### src/rtl/skid_fifo.sv
// Elastic valid/ready FIFO: registered output stage plus a (DEPTH-1)-entry circular store.
// Every output is driven from a flop, so neither handshake has a combinational path through the buffer.
module skid_fifo #(
  parameter int DATA_WIDTH        = 32,
  parameter int DEPTH             = 4,
  parameter int ALMOST_FULL_LEVEL = 3
) (
  input  logic                       i_clock,
  input  logic                       i_aresetn,
  input  logic                       i_clear,
  input  logic [DATA_WIDTH-1:0]      i_data,
  input  logic                       i_input_valid,
  output logic                       o_input_ready,
  output logic [DATA_WIDTH-1:0]      o_data,
  output logic                       o_output_valid,
  input  logic                       i_output_ready,
  output logic [$clog2(DEPTH+1)-1:0] o_count,
  output logic                       o_empty,
  output logic                       o_full,
  output logic                       o_almost_full
);

  localparam int PW    = $clog2(DEPTH);
  localparam int CW    = $clog2(DEPTH+1);
  localparam int SLOTS = DEPTH - 1;

  logic [DATA_WIDTH-1:0] store [SLOTS];
  logic [PW-1:0]         wr_ptr;
  logic [PW-1:0]         rd_ptr;
  logic [CW-1:0]         next_count;
  logic [CW-1:0]         store_cnt;
  logic                  accept;
  logic                  transmit;
  logic                  store_empty;
  logic                  pop;
  logic                  push;
  logic                  load_out;

  // Store has DEPTH-1 slots, so wrap is an explicit compare rather than a mask.
  function automatic logic [PW-1:0] ptr_inc(input logic [PW-1:0] p);
    return (p == PW'(SLOTS - 1)) ? '0 : p + PW'(1);
  endfunction

  always_comb begin
    accept      = i_input_valid && o_input_ready;
    transmit    = o_output_valid && i_output_ready;
    store_cnt   = o_count - CW'(o_output_valid);
    store_empty = (store_cnt == '0);
    next_count  = o_count;
    if (accept && !transmit)
      next_count = o_count + CW'(1);
    else if (transmit && !accept)
      next_count = o_count - CW'(1);
    // Store head refills the output on transmit; otherwise new data bypasses
    // the store whenever the output register is (or is becoming) free.
    pop      = transmit && !store_empty;
    push     = accept && o_output_valid && !(transmit && store_empty);
    load_out = pop || (accept && !push);
  end

  always_ff @(posedge i_clock or negedge i_aresetn) begin
    if (!i_aresetn) begin
      o_count        <= '0;
      o_input_ready  <= 1'b0;
      o_output_valid <= 1'b0;
      o_empty        <= 1'b1;
      o_full         <= 1'b0;
      o_almost_full  <= 1'b0;
      wr_ptr         <= '0;
      rd_ptr         <= '0;
    end else if (i_clear) begin
      o_count        <= '0;
      o_input_ready  <= 1'b0;
      o_output_valid <= 1'b0;
      o_empty        <= 1'b1;
      o_full         <= 1'b0;
      o_almost_full  <= 1'b0;
      wr_ptr         <= '0;
      rd_ptr         <= '0;
    end else begin
      o_count        <= next_count;
      o_input_ready  <= (next_count != CW'(DEPTH));
      o_output_valid <= (next_count != '0);
      o_empty        <= (next_count == '0);
      o_full         <= (next_count == CW'(DEPTH));
      o_almost_full  <= (next_count >= CW'(ALMOST_FULL_LEVEL));
      if (push) wr_ptr <= ptr_inc(wr_ptr);
      if (pop)  rd_ptr <= ptr_inc(rd_ptr);
    end
  end

  always_ff @(posedge i_clock or negedge i_aresetn) begin
    if (!i_aresetn) begin
      o_data <= '0;
      for (int i = 0; i < SLOTS; i++) store[i] <= '0;
    end else if (i_clear) begin
      o_data <= '0;
      for (int i = 0; i < SLOTS; i++) store[i] <= '0;
    end else begin
      if (load_out) o_data <= pop ? store[rd_ptr] : i_data;
      if (push)     store[wr_ptr] <= i_data;
    end
  end

endmodule

### config.mk
export PLATFORM = sky130hd
export DESIGN_NAME = skid_fifo
export DESIGN_NICKNAME = d
export VERILOG_FILES = /design/src/rtl/skid_fifo.sv
export SDC_FILE = /design/constraint.sdc
export NUM_CORES = 1
export LEC_CHECK = 0
export ABC_AREA = 0
export CORE_MARGIN = 8
export CORE_UTILIZATION = 50
export CTS_CLUSTER_SIZE = 12
export DETAILED_ROUTE_END_ITERATION = 12
export PLACE_DENSITY = 0.79
export SYNTH_ARGS = -nofsm -noshare
export SYNTH_HDL_FRONTEND = slang
export SYNTH_SLANG_ARGS = --single-unit
### constraint.sdc
create_clock -name i_clock -period 1.72 [get_ports i_clock]
set_input_delay 0.172 -clock i_clock [delete_from_list [all_inputs] [get_ports i_clock]]
set_output_delay 0.172 -clock i_clock [all_outputs]
set_load 0.005 [all_outputs]
==> impl_results.md, run 1 <==
- Post-DP HPWL: 10.0 mm
- Syn_nets: about 510
- Inserted Diodes: 0
- RSZ-0062 raised after global routing: yes
- Power Dens Cells: 1350 nW/um^2
- Final setup margin: -0.192 ns
- Comb pwr share: 0.297
- Clk pin slew, worst setup/hold paths: 0.06 ns
- Cts bufs inserted: 17
- Initial DRC Count: 330
- GPL Wtd Cong: ~0.82
- Final count of hold timing violations: 0
- Clk Latency, worst-skew pair: 0.43 ns
- Synthesized cell area: 6310 um^2
- CP max stage delay: 0.39 ns
- Grt ovf: 0
- Avg Cell Area, Syn: 13.3 um^2
- CTS tree: yes
- Largest net degree at the start of global routing: just over 50
- Synth cell types: 39
- Max Cap Viol: 0
- Core area: approximately 12,000 um^2
- Routed len/inst: 22.7 um
- Initial core utilization: 0.506
- Final Net Count: 625
- Root buffer cell: clkbuf_16
- Die W: 128 um
- All-Layer GR Usage: 0.212
- DR vias/cell: 6.21
- Initial antenna violation count: 0
- CP Data Arrival Time: 2.22 ns
- Critical-path cell list: inv_2 -> ha_4 -> nor2b_4 -> buf_4 -> a21oi_4 -> buf_12 -> mux2i_1 -> o2bb2ai_1
- Sink Count: 140
- Final-report max-slew violation count: 0
- Violated checks: negative setup slack
- Critical Path RT: between 2 and 2.5 ns
- # placed instances: 727
- CTS H-tree lvls: 4
- Relative slew slack: 0.700
- Layout cells sized above 1: 0.202
- CP startpoint kind: flop
- Worst setup path start: o_count[0]
- Antenna-violating nets left: 0
- Peak supply drop: 0.781 mV
- Yosys warning count: 0
- Die Footprint: 16,500 um^2
- Crit path time final: 1.91 ns
- Critical Path End Type: flop
- Post-synthesis sequential area ratio: 0.555
- Layout Cells excl Fill: 770
- Die Height: 128 um
- Final setup violating endpoints: 128
- Max Buffers Root-to-Sink: 2
- Outcome: complete, but fails checks
- Routed wire length: 17.5 mm
- P_sw: 3.34 mW
- Int Pwr: 8.24 mW
- RR Startpoint: o_count[0]
- Max frequency: 523 MHz
- Sequential power share: 0.339
- #FFs+latches synth: 140
- Tcrit/Tclk final: 1.11
- Critical path class: flop to flop
- Worst hold slack: 0.225 ns
- Pre-antenna DRT Iters: 5
- Syn-to-layout area delta: 35.8%
- Number of synthesized flops with an enable pin: 0
- Leak Pwr: around 3.6 nW
- Crit path max-delay cell type: dfrtp_1
- Clock skew: between 0.01 and 0.015 ns
- Number of global-route vias before repair: between 5,000 and 6,000
- Ys async rst share: 1.00
- Rows: 41
- Tightest Hold Check Type: primary input to asynchronous set/reset pin
- Final Core Density: 0.687
- Port Buffers: 76
- First-pass GRT wire length: 27.2 mm
- Vias: 4,782
- IO Count: between 70 and 80
- Worst Path Max Fanout: 20
- Clock power frac: 0.364
- Worst slew pin tran: around 0.45 ns
- Top FF cell, synth: dfrtp_1
- Post-Synthesis Cells: 474
- DRC violation count after routing: 0
- Sw frac: 0.288
[per-layer routing]
layer  vias to the layer above  track usage  share of wire
met5                         -            0              0
met4                         0       0.0797          0.020
met3                        30       0.0575          0.066
met2                       186        0.344           0.50
met1                      2494        0.267           0.41
li1                       2072            -              -
[per-stage QoR]
stage	area [um^2]	setup slack (ns)	TNS [ns]	total power [mW]
after CTS	8370	-0.145	-10.38	11.5
final	8570	-0.192	-12.16	11.6
after global routing	8570	-0.200	-19.35	12.0
after global placement	7590	-0.181	-18.90	7.07
after detailed placement	7590	-0.266	-26.26	7.14
after floorplan	6390	-0.0413	-2.41	5.54
[kinds of logic after synthesis]
logic type	count (synthesis)	synth area share
AO/OA/AOI/OAI	179	0.245
XOR/XNOR	5	0.00813
adder cells (fa/ha/maj)	3	0.00595
buffers and inverters	46	0.0444
flip-flops	140	0.555
multiplexers	68	0.108
AND/OR/NAND/NOR	33	0.0325
[power groups by stage]
stage          logic (mW)  registers (mW)  clock network (mW)
4_1_cts              3.32            3.93                4.24
5_1_grt              3.67            3.98                4.39
3_3_place_gp         3.11            3.96                   0
3_5_place_dp         3.18            3.97                   0
6_report             3.44            3.93                4.21
2_1_floorplan        1.53            4.01                   0
[cells in the final DEF, fill, tap and decap left out, drive strengths merged, types with 4 or more instances in the layout]
master / count
a21oi: 8
a22o: 94
a311oi: 5
buf: 55
bufinv: 6
clkbuf: 23
clkdlybuf4s50: 75
dfrtp: 139
inv: 6
mux2i: 67
nand2b: 4
nor2: 11
o2bb2ai: 64
xnor2: 4
[final timing paths]
kind	to	cells after the start	slack [ns]
min reg2reg	o_data[10]	1	0.48
max in group asynchronous	o_empty	3	0.83
max	o_data[8]	8	-0.19
min	o_count[0]	2	0.23
max reg2reg	o_data[8]	8	-0.19
min in group i_clock	store[31]	3	0.40
[Yosys cell counts (2+ instances only)]
cell | number | area share
buf_6 | 9 | 0.016
o2bb2ai_1 | 64 | 0.089
dfrtp_1 | 139 | 0.55
nand2b_1 | 4 | 0.0040
a22o_1 | 94 | 0.13
clkbuf_1 | 7 | 0.0042
nor2_1 | 11 | 0.0065
buf_1 | 3 | 0.0018
xnor2_1 | 3 | 0.0042
a311oi_1 | 3 | 0.0042
nor2b_1 | 3 | 0.0030
nand2_1 | 3 | 0.0018
a21oi_1 | 8 | 0.0063
and3_1 | 2 | 0.0020
buf_4 | 4 | 0.0048
nand3_1 | 2 | 0.0016
a311oi_2 | 2 | 0.0048
ha_1 | 3 | 0.0059
inv_1 | 3 | 0.0018
mux2i_1 | 67 | 0.11
buf_2 | 20 | 0.016
nor3_4 | 3 | 0.0077
[state kept, by name, summed over array words and instances, names as in the netlist]
name	flops
o_input_ready	1
o_data	32
store	96
wr_ptr	2
o_almost_full	1
o_empty	1
o_full	1
o_output_valid	1
o_count	3
rd_ptr	2
[critical path: cells and delay by family, from the launching register on]
family          cells  cell delay, ns
compound gates      2            0.29
flops               1            0.39
buf+inv             3            0.45
simple gates        1            0.15
fa+ha+maj           1            0.20
mux                 1            0.29
[area by class of cell]
class / count / area (um^2)
fill: 870 / 3900
sequential: 140 / 3510
multi-input combinational: 288 / 2670
timing repair buffer: 135 / 1500
clock buffer: 19 / 433
clock inverter: 13 / 235
tap: 172 / 215
inverter: 3 / 11.3
[repair_timing]
item,in CTS,in global routing
setup buffers,3,1
endpoints found under the setup margin,132,135
endpoints found under the hold margin,41,0
cloned,1,6
hold buffers,1,0
gates resized for setup,12,14
pin swaps,1,30
(Power assumes the default switching activity.)
==> run 2, diff against run 1 <==
--- a/config.mk
+++ b/config.mk
@@ -5,9 +5,9 @@
 export SDC_FILE = /design/constraint.sdc
 export NUM_CORES = 1
 export LEC_CHECK = 0
-export ABC_AREA = 0
+export ABC_AREA = 1
 export CORE_MARGIN = 8
-export CORE_UTILIZATION = 50
+export CORE_UTILIZATION = 51
 export CTS_CLUSTER_SIZE = 12
 export DETAILED_ROUTE_END_ITERATION = 12
 export PLACE_DENSITY = 0.79
==> run 2 against run 1 <==
  * The run still ends with negative setup slack left
  * Sequential power is 9.7% higher
  * Combinational power is 74% higher
  * Register-to-register slack better by 0.16 ns
  * Wire length is 22% higher
  * Synthesized cell count is 110% higher
  * Die area is 9.5% higher
  * First-iteration DRC count grew to 2.6 times the previous value
==> impl_results.md, run 2 <==
- Outcome: complete, but fails checks
- Violated checks: negative setup slack
- Port Buffers: 76
- Die Height: about 130 um
- Total negative slack: -0.423 ns
- Crit path time final: around 1.8 ns
- Storage cell area: between 3000 and 4000 um^2
- Initial DRC Count: ~850
- Inserted Diodes: 0
- Worst slew pin tran: approximately 0.50 ns
- Final setup margin: -0.0368 ns
- Syn-to-layout area delta: 30.6%
- Critical path class: flop to flop
- First-pass GRT wire length: between 30 and 40 mm
- Number of global-route vias before repair: around 6,800
- Final-report max-slew violation count: 0
- CP Data Arrival Time: roughly 2.1 ns
- Worst Path Max Fanout: 17
- Peak supply drop: roughly 1.0 mV
- Ys async rst share: 1.00
- DR vias/cell: 5.39
- Vias: 6,912
- Layout cells sized above 1: 0.142
- Compound-Gate Fraction of Synth Area: 0.0332
- CP startpoint kind: flop
- All-Layer GR Usage: 0.238
- Post-synthesis sequential area ratio: 0.491
- Largest family of logic cells by synthesized area: simple AND/OR/NAND/NOR gates
- Yosys warning count: 0
- Synth area leaders: dfrtp_1 (49%), nand2_1 (23%), nand3_1 (9.1%)
- #FFs+latches synth: 140
- Reg2reg setup slack: -0.04 ns
- Root buffer cell: clkbuf_16
- Largest registers: store x96, o_data x32, o_count x3
- Synth cell count leaders: nand2_1 (440), dfrtp_1 (139), nand3_1 (130)
- RSZ-0062 raised after global routing: yes
- Most frequent cells in the layout: nand2_1 (428), dfrtp_1 (139), nand3_1 (127)
- Number of synthesized flops with an enable pin: 0
- Avg Cell Area, Syn: 7.20 um^2
- Critical Path End Type: flop
- Synth cell types: 27
- Die W: approximately 130 um
- Dpl cell area: 8390 um^2
- Synth Area in Adders: 0.00526
- Most common cell in the netlist: nand2_1
- Max frequency: 569 MHz
- IO Count: 77
- Initial antenna violation count: 0
- Routed wire length: 21.4 mm
- Post-Synthesis Cells: 991
- Tcrit/Tclk final: 1.02
- Tightest Hold Check Type: primary input to asynchronous set/reset pin
- Clock skew: approximately 0.012 ns
- Clk Latency, worst-skew pair: 0.43 ns
- Final count of hold timing violations: 0
- Power Dens Cells: roughly 1500 nW/um^2
- Initial core utilization: 0.518
- Cts bufs inserted: 17
- Number of flip-flops under the largest register name: 96
- Cell taking the most area after synthesis: dfrtp_1
- Multiplexer area fraction after synthesis: 0
- Simple-gate share of the synthesized area: 0.380
- CTS H-tree lvls: 4
- Tot Pwr: ~14 mW
- Largest register by flop count: store
- Sink Count: 140
- Routed len/inst: 16.7 um
- Antenna-violating nets left: 0
- Rows: 43
- # fillers: around 1,100
- Leak Pwr: 4.66 nW
- CTS tree: yes
- Core area: 13,800 um^2
- GPL Wtd Cong: 0.824
- Grt ovf: 0
- Pre-antenna DRT Iters: 6
- Largest net degree at the start of global routing: 50
- Critical Path RT: 2.09 ns
- Synthesized cell area: just over 7000 um^2
- Final non-filler cell area: 9310 um^2
- Post-DP HPWL: 13.2 mm
- Commonest non-fill, non-tap cell in the layout: nand2_1
- Worst hold slack: 0.259 ns
- Final Net Count: around 1,100
- Die Footprint: 18,000 um^2
- Syn_nets: about 1,000
- Yosys top cell area share: 0.488
- Max Cap Viol: 0
- Area of the multi-input gates: 3200 um^2
- Max Buffers Root-to-Sink: 2
- Top FF cell, synth: dfrtp_1
- DRC violation count after routing: 0
- Relative slew slack: 0.669
- Synth Area in XOR/XNOR: 0.00246
- Final setup violating endpoints: 34
- Clk pin slew, worst setup/hold paths: 0.06 ns
==> run 2: cell types whose count changed after synthesis, sizes merged, moves of 4 or more <==
cell / change
nor2: +67
mux2i: -67
nand3: +131
o2bb2ai: -64
a311oi: -5
inv: +82
nand2: +442
buf: +15
o21ai: +38
xnor2: -4
a22o: -94
a21oi: -7
nand2b: -4
==> run 2: what timing repair did <==
| action | CTS | global route |
|---|---|---|
| setup buffers | 4 | 2 |
| gates resized for setup | 17 | 78 |
| cloned | 1 | 3 |
| hold buffers | 1 | 0 |
| setup endpoints to repair | 36 | 123 |
| endpoints found under the hold margin | 45 | 0 |
| pin swaps | 1 | 11 |
==> run 2: worst max-delay path, cell delays in order, from the launching register on <==
cell and delay, ns:
dfrtp_1 0.41, ha_4 0.27, inv_2 0.04, nor2_4 0.15, nand4_4 0.15, nand2_4 0.14, nand2_4 0.08, o21ai_4 0.12
buf_12 0.20, nand2_1 0.07, nand2_1 0.07
==> run 2: layer usage <==
layer	track usage	wire, um	vias to the layer above	share of wire
li1	-	-	3250	-
met1	0.312	9280	3317	0.43
met2	0.378	10300	302	0.48
met3	0.0572	1430	43	0.067
met4	0.0817	398	0	0.019
met5	0	0	-	0
==> run 2: kinds of logic after synthesis <==
| kind of cell | Yosys count |
|---|---|
| flops | 140 |
| fa+ha+maj | 3 |
| simple gates | 660 |
| compound gates | 42 |
| buf+inv | 144 |
| xor+xnor | 2 |
==> run 2: path summary, 6_finish.rpt <==
check | to | cells after the start | startpoint
min in group i_clock | store[16] | 3 | i_data[16]
worst min register to register | store[76] | 2 | store[76]
worst max register to register | store[85] | 10 | o_output_valid
worst min-delay path | store[55] | 2 | i_aresetn
worst max-delay path | store[85] | 10 | o_output_valid
max in group asynchronous | store[46] | 3 | i_aresetn
==> run 2: per-stage QoR <==
stage          std cells  worst slack (ns)   util
6_report            1282           -0.0368  0.676
5_1_grt             1282            -0.121  0.676
4_1_cts             1280           -0.0123  0.659
3_5_place_dp        1242           -0.0649  0.609
3_3_place_gp        1242           -0.0142  0.609
2_1_floorplan        991            0.0230      -
==> run 2: power by group <==
part | internal (mW) | switching, mW | leakage, nW
Combinational | 2.64 | 3.33 | 2.51
Sequential | 3.91 | 0.399 | 1.88
Clock | 2.02 | 1.47 | 0.268
Total | 8.57 | 5.20 | 4.66
==> run 2: layout make-up <==
| class | count | area share |
|---|---|---|
| Timing Repair Buffer | 138 | 0.162 |
| Clock inverter | 14 | 0.0129 |
| Sequential cell | 140 | 0.376 |
| Clock buffer | 18 | 0.0472 |
| Tap cell | 180 | 0.0242 |
| Multi-Input combinational cell | 707 | 0.344 |
| Inverter | 85 | 0.0343 |
==> run 3, diff against run 2 <==
--- a/config.mk
+++ b/config.mk
@@ -11,6 +11,7 @@
 export CTS_CLUSTER_SIZE = 12
 export DETAILED_ROUTE_END_ITERATION = 12
 export PLACE_DENSITY = 0.79
+export REMOVE_ABC_BUFFERS = 1
 export SYNTH_ARGS = -nofsm -noshare
 export SYNTH_HDL_FRONTEND = slang
 export SYNTH_SLANG_ARGS = --single-unit
==> run 3 against run 2 <==
  * The flow still finishes with violations (negative setup slack)
  * Clock power up 8.0%
  * Critical path type unchanged
  * Critical endpoint is now store[86]
  * Sequential share of layout area fell by 0.54 points
  * Sequential power about the same
  * Via count is 2.4% higher
  * Power rose by 0.16%
  * Global-route usage decreased by 0.45 points
  * Non-clock buffer count rose by 2
  * Clock skew shrank 0.0033 ns
==> impl_results.md, run 3 (same netlist as run 2, synthesis figures left out) <==
- Sw frac: 0.362
- Worst R2R Path Depth: 11
- Crit path max-delay cell type: dfrtp_1
- Worst Path Max Fanout: 8
- CTS tree: yes
- Cts bufs inserted: 17
- DRC violation count after routing: 0
- Final setup margin: -0.0564 ns
- Tcrit/Tclk final: 1.03
- Worst hold slack: 0.285 ns
- Initial DRC Count: 878
- Number of flip-flops under the largest register name: 96
- Routed len/inst: ~17 um
- Reg2reg setup slack: -0.06 ns
- Relative slew slack: 0.663
- IO Count: 77
- Layout cells sized above 1: 0.137
- Int Pwr: about 9 mW
- Rows: 43
- # placed instances: 1,240
- Dpl cell area: between 8000 and 9000 um^2
- Leak Pwr: 4.76 nW
- Die Height: 134 um
- Final setup violating endpoints: 34
- Die Footprint: 18,000 um^2
- Largest registers: store x96, o_data x32, o_count x3
- Total negative slack: -0.544 ns
- Critical path class: flop to flop
- Post-DP HPWL: roughly 13 mm
- Outcome: complete, but fails checks
- RR Startpoint: o_count[0]
- Grt ovf: 0
- Final count of hold timing violations: 0
- Layout Cells excl Fill: around 1,300
- Largest register by flop count: store
- CP max stage delay: 0.37 ns
- Tightest Hold Check Type: primary input to asynchronous set/reset pin
- Worst slew pin tran: 0.505 ns
- Port Buffers: 76
- Vias: 7,077
- Root buffer cell: clkbuf_16
- Peak supply drop: 0.898 mV
- Critical Path End Type: flop
- Clk pin slew, worst setup/hold paths: 0.06 ns
- All-Layer GR Usage: 0.234
- Comb pwr share: 0.414
- Pre-CTS setup slack: -0.0693 ns
- Inserted Diodes: 0
- Final non-filler cell area: 9450 um^2
- Worst reg2reg path endpoint: store[86]
- Crit path time final: between 1.5 and 2 ns
- Max Buffers Root-to-Sink: 2
- Max frequency: roughly 560 MHz
- Pre-antenna DRT Iters: 6
- Sink Count: 140
- Max Cap Viol: 0
- Violated checks: negative setup slack
- Critical Path RT: 2.08 ns
- Power Dens Cells: 1460 nW/um^2
- CTS H-tree lvls: 4
- P_sw: 4.99 mW
- Clk Latency, worst-skew pair: ~0.42 ns
- First-pass GRT wire length: between 30 and 40 mm
- Clock power frac: 0.273
- Routed wire length: 21.9 mm
- Clock skew: 0.00845 ns
- Most frequent cells in the layout: nand2_1 (411), dfrtp_1 (139), nand3_1 (130)
- Largest net degree at the start of global routing: 48
- GPL Wtd Cong: ~0.88
- Final-report max-slew violation count: 0
- Final Net Count: 1,131
- Initial antenna violation count: 1
- RSZ-0062 raised after global routing: yes
- Initial core utilization: 0.518
- CP Data Arrival Time: 2.14 ns
- Sequential power share: 0.313
- Critical-path cell list: inv_2 -> ha_4 -> inv_2 -> nor2_4 -> nand4_4 -> nand2_4 -> nand2_8 -> o21ai_4 -> clkbuf_16 -> nand2_1 -> nand2_1
- Number of global-route vias before repair: between 6,000 and 7,000
- Die W: 134 um
- Syn-to-layout area delta: 32.5%
- Commonest non-fill, non-tap cell in the layout: nand2_1
- CP startpoint kind: flop
- Antenna-violating nets left: 0
- DR vias/cell: approximately 5.5
- Core area: approximately 14,000 um^2
-- run 3: worst max-delay path by stage --
stage | start | to | slack, ns | cells past startpoint
after floorplan | i_clear | store[32] | -0.68 | 3
after global placement | i_input_valid | o_output_valid | 0.03 | 12
after detailed placement | o_count[0] | store[57] | -0.07 | 9
after CTS | o_output_valid | o_data[26] | 0.004 | 10
after global routing | o_count[0] | store[86] | -0.11 | 11
final | o_count[0] | store[86] | -0.06 | 11
-- run 3: repair_timing --
| action | in CTS | in global routing |
|---|---|---|
| resized for setup | 12 | 45 |
| endpoints found under the hold margin | 41 | 0 |
| cloned | 0 | 5 |
| setup buffers | 1 | 5 |
| hold buffers | 1 | 0 |
| endpoints found under the setup margin | 66 | 94 |
| pin swaps | 0 | 2 |
-- run 3: layout make-up --
type                       count  area (um^2)
clock buffer                  25          495
clock inverter                 7          110
fill                        1082         4330
inverter                      85          319
multi-input combinational    707         3190
sequential                   140         3500
tap                          180          225
timing repair buffer         140         1600
-- run 3: layer usage --
metal | up-vias | global-route usage | wire length (um)
li1 | 3252 | - | -
met1 | 3319 | 0.299 | 8690
met2 | 422 | 0.374 | 10300
met3 | 82 | 0.0572 | 2180
met4 | 2 | 0.0892 | 656
met5 | - | 0 | 9
-- run 3: through the flow --
stage / power [mW] / util
after CTS: 13.3 / 0.663
final: 13.8 / 0.686
after floorplan: 6.79 / -
after detailed placement: 9.40 / 0.614
after global placement: 9.27 / 0.614
after global routing: 14.6 / 0.686
-- run 3: power groups by stage --
stage                     Combinational, mW  Clock (mW)  Sequential, mW
final                                  5.71        3.77            4.31
after CTS                              5.27        3.79            4.27
after detailed placement               5.10           0            4.30
after global placement                 4.98           0            4.29
after floorplan                        2.44           0            4.35
after global routing                   6.22        3.96            4.37
-- run 3: critical path: cells and delay by family, from the launching register on --
family | cells | cell delay, ns
buffers and inverters | 3 | 0.33
AOI/OAI and AO/OA | 1 | 0.13
adders and majority gates | 1 | 0.26
and+or+nand+nor | 6 | 0.62
DFF | 1 | 0.37
